--- config.mk ---
export PLATFORM = sky130hd
export DESIGN_NAME = cart_mem_arb
export DESIGN_NICKNAME = d
export VERILOG_FILES = /design/src/rtl/cart_mem_arb_pkg.sv /design/src/rtl/cart_mem_arb_port.sv /design/src/rtl/cart_mem_arb.sv
export SDC_FILE = /design/constraint.sdc
export NUM_CORES = 1
export LEC_CHECK = 0
export BUFFER_PORTS_ARGS = -buffer_cell sky130_fd_sc_hd__buf_2
export CAP_MARGIN = 40
export CELL_PAD_IN_SITES_DETAIL_PLACEMENT = 1
export CELL_PAD_IN_SITES_GLOBAL_PLACEMENT = 1
export CORE_MARGIN = 5
export CORE_UTILIZATION = 35
export DETAILED_ROUTE_END_ITERATION = 7
export PLACE_DENSITY_LB_ADDON = 0.1
export SLEW_MARGIN = 0
export SYNTH_ARGS = -nofsm -noshare
export SYNTH_HDL_FRONTEND = slang
export SYNTH_SLANG_ARGS = --single-unit
--- constraint.sdc ---
create_clock -name clk -period 5 [get_ports clk]
set_input_delay 0.5 -clock clk [delete_from_list [all_inputs] [get_ports clk]]
set_output_delay 0.5 -clock clk [all_outputs]
set_load 0.005 [all_outputs]
--- src/rtl/cart_mem_arb_pkg.sv ---
// Shared types and defaults for the cartridge memory arbiter.
package cart_mem_arb_pkg;

  typedef enum logic [1:0] {
    StIdle,
    StIssue,
    StWait,
    StDone
  } state_e;

  typedef enum logic {
    PortA,
    PortB
  } port_id_e;

  localparam int unsigned STARVE_LIM_DEF = 4;
  localparam int unsigned ADDR_W_DEF     = 23;

endpackage

--- src/rtl/cart_mem_arb_port.sv ---
// Per-requester front end: busy tracking, read-data register, ACK pulse and,
// when CART_MEM_ARB_BUF_EN is defined, a one-word read buffer with hit compare.
module cart_mem_arb_port
  import cart_mem_arb_pkg::*;
#(
  parameter int unsigned ADDR_W = ADDR_W_DEF
) (
  input  logic              clk,
  input  logic              rst_n,
  input  logic              req_i,
  input  logic [ADDR_W-1:0] addr_i,
  input  logic [1:0]        we_i,
  input  logic              done_i,
  input  logic              rd_i,
  input  logic [15:0]       mem_di_i,
  input  logic [ADDR_W-1:0] mem_addr_i,
  input  logic              owner_i,
  input  logic              inval_i,
  output logic              pend_o,
  output logic              ack_o,
  output logic [15:0]       do_o
);

  logic        busy_q, busy_d;
  logic        ack_q, ack_d;
  logic        hit_q, hit_d;
  logic [15:0] do_q, do_d;
  logic        hit;
  logic [15:0] hit_data;

`ifdef CART_MEM_ARB_BUF_EN
  logic              buf_vld_q, buf_vld_d;
  logic [ADDR_W-1:0] buf_addr_q, buf_addr_d;
  logic [15:0]       buf_data_q, buf_data_d;
  logic              inval_match;

  always_comb begin
    // A write to this address retiring right now must not be bypassed by a stale hit.
    inval_match = inval_i && (mem_addr_i == addr_i);
    hit = buf_vld_q && req_i && !busy_q && !owner_i && (we_i == 2'b00) &&
          (buf_addr_q == addr_i) && !inval_match;
    hit_data   = buf_data_q;
    buf_vld_d  = buf_vld_q;
    buf_addr_d = buf_addr_q;
    buf_data_d = buf_data_q;
    if (done_i && rd_i) begin
      buf_vld_d  = 1'b1;
      buf_addr_d = mem_addr_i;
      buf_data_d = mem_di_i;
    end else if (inval_i && (buf_addr_q == mem_addr_i)) begin
      buf_vld_d = 1'b0;
    end
  end

  always_ff @(posedge clk or negedge rst_n) begin
    if (!rst_n) begin
      buf_vld_q  <= 1'b0;
      buf_addr_q <= '0;
      buf_data_q <= '0;
    end else begin
      buf_vld_q  <= buf_vld_d;
      buf_addr_q <= buf_addr_d;
      buf_data_q <= buf_data_d;
    end
  end
`else
  logic unused_buf;
  assign unused_buf = ^{addr_i, we_i, owner_i, inval_i, mem_addr_i};
  assign hit        = 1'b0;
  assign hit_data   = '0;
`endif

  always_comb begin
    hit_d  = hit;
    busy_d = busy_q;
    if (done_i || hit) begin
      busy_d = 1'b1;
    end else if (!req_i) begin
      busy_d = 1'b0;
    end
    ack_d = done_i || hit_q;
    do_d  = do_q;
    if (done_i && rd_i) begin
      do_d = mem_di_i;
    end else if (hit_q) begin
      do_d = hit_data;
    end
  end

  always_ff @(posedge clk or negedge rst_n) begin
    if (!rst_n) begin
      busy_q <= 1'b0;
      ack_q  <= 1'b0;
      hit_q  <= 1'b0;
      do_q   <= '0;
    end else begin
      busy_q <= busy_d;
      ack_q  <= ack_d;
      hit_q  <= hit_d;
      do_q   <= do_d;
    end
  end

  assign pend_o = req_i && !busy_q && !hit;
  assign ack_o  = ack_q;
  assign do_o   = do_q;

endmodule

--- src/rtl/cart_mem_arb.sv ---
// Two-port arbiter (MD 68K cart side = A, 32X SH-2 window = B) onto one SDRAM channel.
// Optional per-port read buffers are enabled by defining CART_MEM_ARB_BUF_EN.
module cart_mem_arb
  import cart_mem_arb_pkg::*;
#(
  parameter int unsigned STARVE_LIM = STARVE_LIM_DEF,
  parameter int unsigned ADDR_W     = ADDR_W_DEF
) (
  input  logic              clk,
  input  logic              rst_n,
  input  logic [ADDR_W-1:0] a_addr,
  input  logic [15:0]       a_di,
  input  logic [1:0]        a_we,
  input  logic              a_req,
  output logic              a_ack,
  output logic [15:0]       a_do,
  input  logic [ADDR_W-1:0] b_addr,
  input  logic [15:0]       b_di,
  input  logic [1:0]        b_we,
  input  logic              b_req,
  output logic              b_ack,
  output logic [15:0]       b_do,
  output logic [ADDR_W-1:0] mem_addr,
  output logic [15:0]       mem_do,
  output logic [1:0]        mem_we,
  output logic              mem_req,
  input  logic              mem_ack,
  input  logic [15:0]       mem_di
);

  localparam int unsigned    CntW   = $clog2(STARVE_LIM + 1);
  localparam logic [CntW-1:0] CntMax = CntW'(STARVE_LIM);

  state_e            state_q, state_d;
  port_id_e          grant_q, grant_d;
  logic [ADDR_W-1:0] mem_addr_q, mem_addr_d;
  logic [15:0]       mem_do_q, mem_do_d;
  logic [1:0]        mem_we_q, mem_we_d;
  logic              mem_req_q, mem_req_d;
  logic [CntW-1:0]   starve_q, starve_d;

  logic a_pend, b_pend;
  logic a_done, b_done;
  logic a_owner, b_owner;
  logic inval, mem_rd;

  assign mem_rd  = (mem_we_q == 2'b00);
  assign a_owner = (state_q != StIdle) && (grant_q == PortA);
  assign b_owner = (state_q != StIdle) && (grant_q == PortB);

  always_comb begin
    state_d    = state_q;
    grant_d    = grant_q;
    mem_addr_d = mem_addr_q;
    mem_do_d   = mem_do_q;
    mem_we_d   = mem_we_q;
    mem_req_d  = mem_req_q;
    starve_d   = starve_q;
    a_done     = 1'b0;
    b_done     = 1'b0;
    inval      = 1'b0;
    unique case (state_q)
      StIdle: begin
        if (a_pend || b_pend) begin
          // A wins ties unless B has already waited out STARVE_LIM A grants.
          if (a_pend && !(b_pend && (starve_q == CntMax))) begin
            grant_d    = PortA;
            mem_addr_d = a_addr;
            mem_do_d   = a_di;
            mem_we_d   = a_we;
          end else begin
            grant_d    = PortB;
            mem_addr_d = b_addr;
            mem_do_d   = b_di;
            mem_we_d   = b_we;
          end
          state_d = StIssue;
        end
      end
      StIssue: begin
        mem_req_d = 1'b1;
        state_d   = StWait;
      end
      StWait: begin
        if (mem_ack) begin
          mem_req_d = 1'b0;
          a_done    = (grant_q == PortA);
          b_done    = (grant_q == PortB);
          state_d   = StDone;
        end
      end
      StDone: begin
        inval = !mem_rd;
        if ((grant_q == PortB) || !b_req) begin
          starve_d = '0;
        end else if (b_pend && (starve_q != CntMax)) begin
          starve_d = starve_q + 1'b1;
        end
        state_d = StIdle;
      end
      default: state_d = StIdle;
    endcase
  end

  always_ff @(posedge clk or negedge rst_n) begin
    if (!rst_n) begin
      state_q    <= StIdle;
      grant_q    <= PortA;
      mem_addr_q <= '0;
      mem_do_q   <= '0;
      mem_we_q   <= '0;
      mem_req_q  <= 1'b0;
      starve_q   <= '0;
    end else begin
      state_q    <= state_d;
      grant_q    <= grant_d;
      mem_addr_q <= mem_addr_d;
      mem_do_q   <= mem_do_d;
      mem_we_q   <= mem_we_d;
      mem_req_q  <= mem_req_d;
      starve_q   <= starve_d;
    end
  end

  assign mem_addr = mem_addr_q;
  assign mem_do   = mem_do_q;
  assign mem_we   = mem_we_q;
  assign mem_req  = mem_req_q;

  cart_mem_arb_port #(
    .ADDR_W(ADDR_W)
  ) u_port_a (
    .clk       (clk),
    .rst_n     (rst_n),
    .req_i     (a_req),
    .addr_i    (a_addr),
    .we_i      (a_we),
    .done_i    (a_done),
    .rd_i      (mem_rd),
    .mem_di_i  (mem_di),
    .mem_addr_i(mem_addr_q),
    .owner_i   (a_owner),
    .inval_i   (inval),
    .pend_o    (a_pend),
    .ack_o     (a_ack),
    .do_o      (a_do)
  );

  cart_mem_arb_port #(
    .ADDR_W(ADDR_W)
  ) u_port_b (
    .clk       (clk),
    .rst_n     (rst_n),
    .req_i     (b_req),
    .addr_i    (b_addr),
    .we_i      (b_we),
    .done_i    (b_done),
    .rd_i      (mem_rd),
    .mem_di_i  (mem_di),
    .mem_addr_i(mem_addr_q),
    .owner_i   (b_owner),
    .inval_i   (inval),
    .pend_o    (b_pend),
    .ack_o     (b_ack),
    .do_o      (b_do)
  );

endmodule
==> impl_results.md <==
* Vias at 3,852
* TNS Setup at 0 ns
* Port-buffer cells at 178
* Synth async-reset ratio at 100%
* Clk sink count at 84
* Chip height at 122 um
* Post-CTS sizing at 0
* P_leak at 2.99 nW
* Final worst slack at 2.50 ns
* Crit Path Max Fanout at 43
* Total length of routed wires at 13,400 um
* Dominant cell type by area after synthesis: dfrtp_1
* Synth top area share at 47.8%
* Util after Layout at 45.8%
* Initial core utilization at 35.3%
* Iter 0 DRT Violations at 199
* Pwr dens at 551 mW/mm^2
* Fin. Hold Viols at 0
* Power Total at 3.15 mW
* RSZ-0062 raised after global routing: no
* Worst Hold Class: in2async
* Post-synthesis sequential area ratio at 47.8%
* Gr ovfl total at 0
* Cells after Synth at 408
* Die ar. at 0.0149 mm^2
* Drt pass-1 iters at 4
* CTS Buffer Depth at 2
* Number of synthesized flops with an enable pin at 0
* First-pass GRT wire length at 21,300 um
* DRC violations left at 0
* Vias per cell at 5.21
* DR WL/cell at 18.1 um
* Critical Path Start Type: flop
* Top post-synthesis cells by area: dfrtp_1 48%, a221oi_1 8.2%, and3b_1 8.2%, a22oi_1 7.2%, mux2_2 5.9%
* Period utilization at 49.9%
* # IOs at 179
* Layout cells sized above 1 at 42.4%
* Max-cap check violation count at 0
* Core area at 0.0125 mm^2
* Maximum vdd drop at 0.000198 V
* Clock Tree Root: clkbuf_16
* Fin nets at 672
* Antenna violations before repair at 1
* Count leader, synth: dfrtp_1
* Setup WS pre-CTS at 2.32 ns
* Setup violators final at 0
* Worst Tran Pin Value at 0.866 ns
* Row cnt at 41
* Net count after synthesis at 517
* Gpl congestion at 0.745
* Max Freq at 401 MHz
* Arrival time at the worst endpoint at 2.70 ns
* Layout Skew at 0.00688 ns
* Mapped cell area at 0.00440 mm^2
* Inserted Clock Buffers at 9
* Largest net degree at the start of global routing at 85
* Post-route ant nets at 0
* Latest clock arrival within the worst-skew pair at 0.34 ns
* Status: finished, final reports clean
* Relative slew slack at 42.3%
* Global-route usage over all layers at 18.0%
* Minimum clock period at 2.50 ns
* Count of cell types in the netlist at 35
* Main synth FF type: dfrtp_1
* Ant diodes at 0
* FF+latch count, synth at 84
* Placed Cells at 724
* Hold buffer count at cts at 0
* Synthesized area per cell at 10.8 um^2
* Synth-to-layout area growth at 29.9%
* Worst path required time at 5.21 ns
* Clk slew on worst S/H paths at 0.06 ns
* Setup bufs post-CTS at 0
* Slew Limit Fails at 0
* Worst Setup End Kind: flop
* Vias in the first global route at 4,077
* Synth Warn # at 0
* Finished Layout Cells at 740
* CTS tree: built
* Crit path kind: reg2reg
* H-tree Lvls at 3
* Chip width at 122 um
* DP HPWL at 9350 um
* Post-synth top cells: 84 x dfrtp_1, 48 x inv_1, 43 x o21ai_0
path summary, 6_finish.rpt:
kind / startpoint / endpoint / slack, ns / cells after the start
max reg2reg: u_port_b.busy_q / mem_do[13] / 2.50 / 4
max: u_port_b.busy_q / mem_do[13] / 2.50 / 4
min reg2reg: u_port_a.do_o[6] / u_port_a.do_o[6] / 0.50 / 1
max in group asynchronous: rst_n / mem_addr[13] / 3.86 / 2
min in group clk: mem_di[0] / u_port_b.do_o[0] / 0.40 / 2
min: rst_n / u_port_b.do_o[2] / 0.13 / 1
cells by family (layout without fill, tap and decap cells):
logic type,after synthesis,in the layout,synth area share (%)
compound gates,136,136,21.9
fa+ha+maj,6,6,1.71
simple gates,57,57,10.7
buf+inv,92,252,8.62
mux,33,33,9.30
flops,84,84,47.8
layout make-up:
cell class                 count  area, um^2
inverter                      50         188
multi-input combinational    232        1930
clock buffer                  10         229
sequential                    84        2100
fill                        1475        6750
tap                          172         215
clock inverter                 6        88.8
timing repair buffer         186         961
cells in the final DEF (no fill, tap or decap), types with 6 or more instances in the layout:
| master | netlist | final |
|---|---|---|
| buf_2 | 5 | 177 |
| dfrtp_1 | 84 | 84 |
| mux2_4 | 10 | 10 |
| a22oi_1 | 42 | 42 |
| ha_1 | 6 | 6 |
| inv_1 | 48 | 48 |
| and3b_1 | 41 | 41 |
| mux2_2 | 23 | 23 |
| clkbuf_16 | 0 | 9 |
| o21ai_0 | 43 | 43 |
| buf_4 | 1 | 8 |
| a221oi_1 | 41 | 41 |
report_power, final:
part           switching (mW)  internal [mW]
sequential              0.182          0.981
clock                   0.278          0.438
combinational           0.642          0.629
total                    1.10           2.05
routing by layer:
metal  wire length [um]  GRT usage, %
met2               6590          29.7
met3                881          4.09
met1               5740          23.8
met5                 11             0
met4                189          5.32
critical path, cell delays in order, from the launching register on:
cell	delay (ns)
dfrtp_1	0.41
nand2b_2	0.72
a21o_1	0.66
buf_4	0.41
a22oi_1	0.14
registers in the layout (all words and copies together), names as in the netlist:
name / flops
grant_q: 1
mem_addr: 23
mem_do: 16
mem_req: 1
mem_we: 2
starve_q: 3
state_q: 2
u_port_a.ack_o: 1
u_port_a.busy_q: 1
u_port_a.do_o: 16
u_port_b.ack_o: 1
u_port_b.busy_q: 1
u_port_b.do_o: 16
per-stage QoR:
step | area (um^2) | hold slack (ns)
finish | 5710 | 0.132
CTS | 5710 | 0.146
floorplan | 4400 | 0.204
global placement | 5380 | 0.483
global route | 5710 | 0.177
detailed placement | 5400 | 0.490
Power figures use the tool's default switching activity.
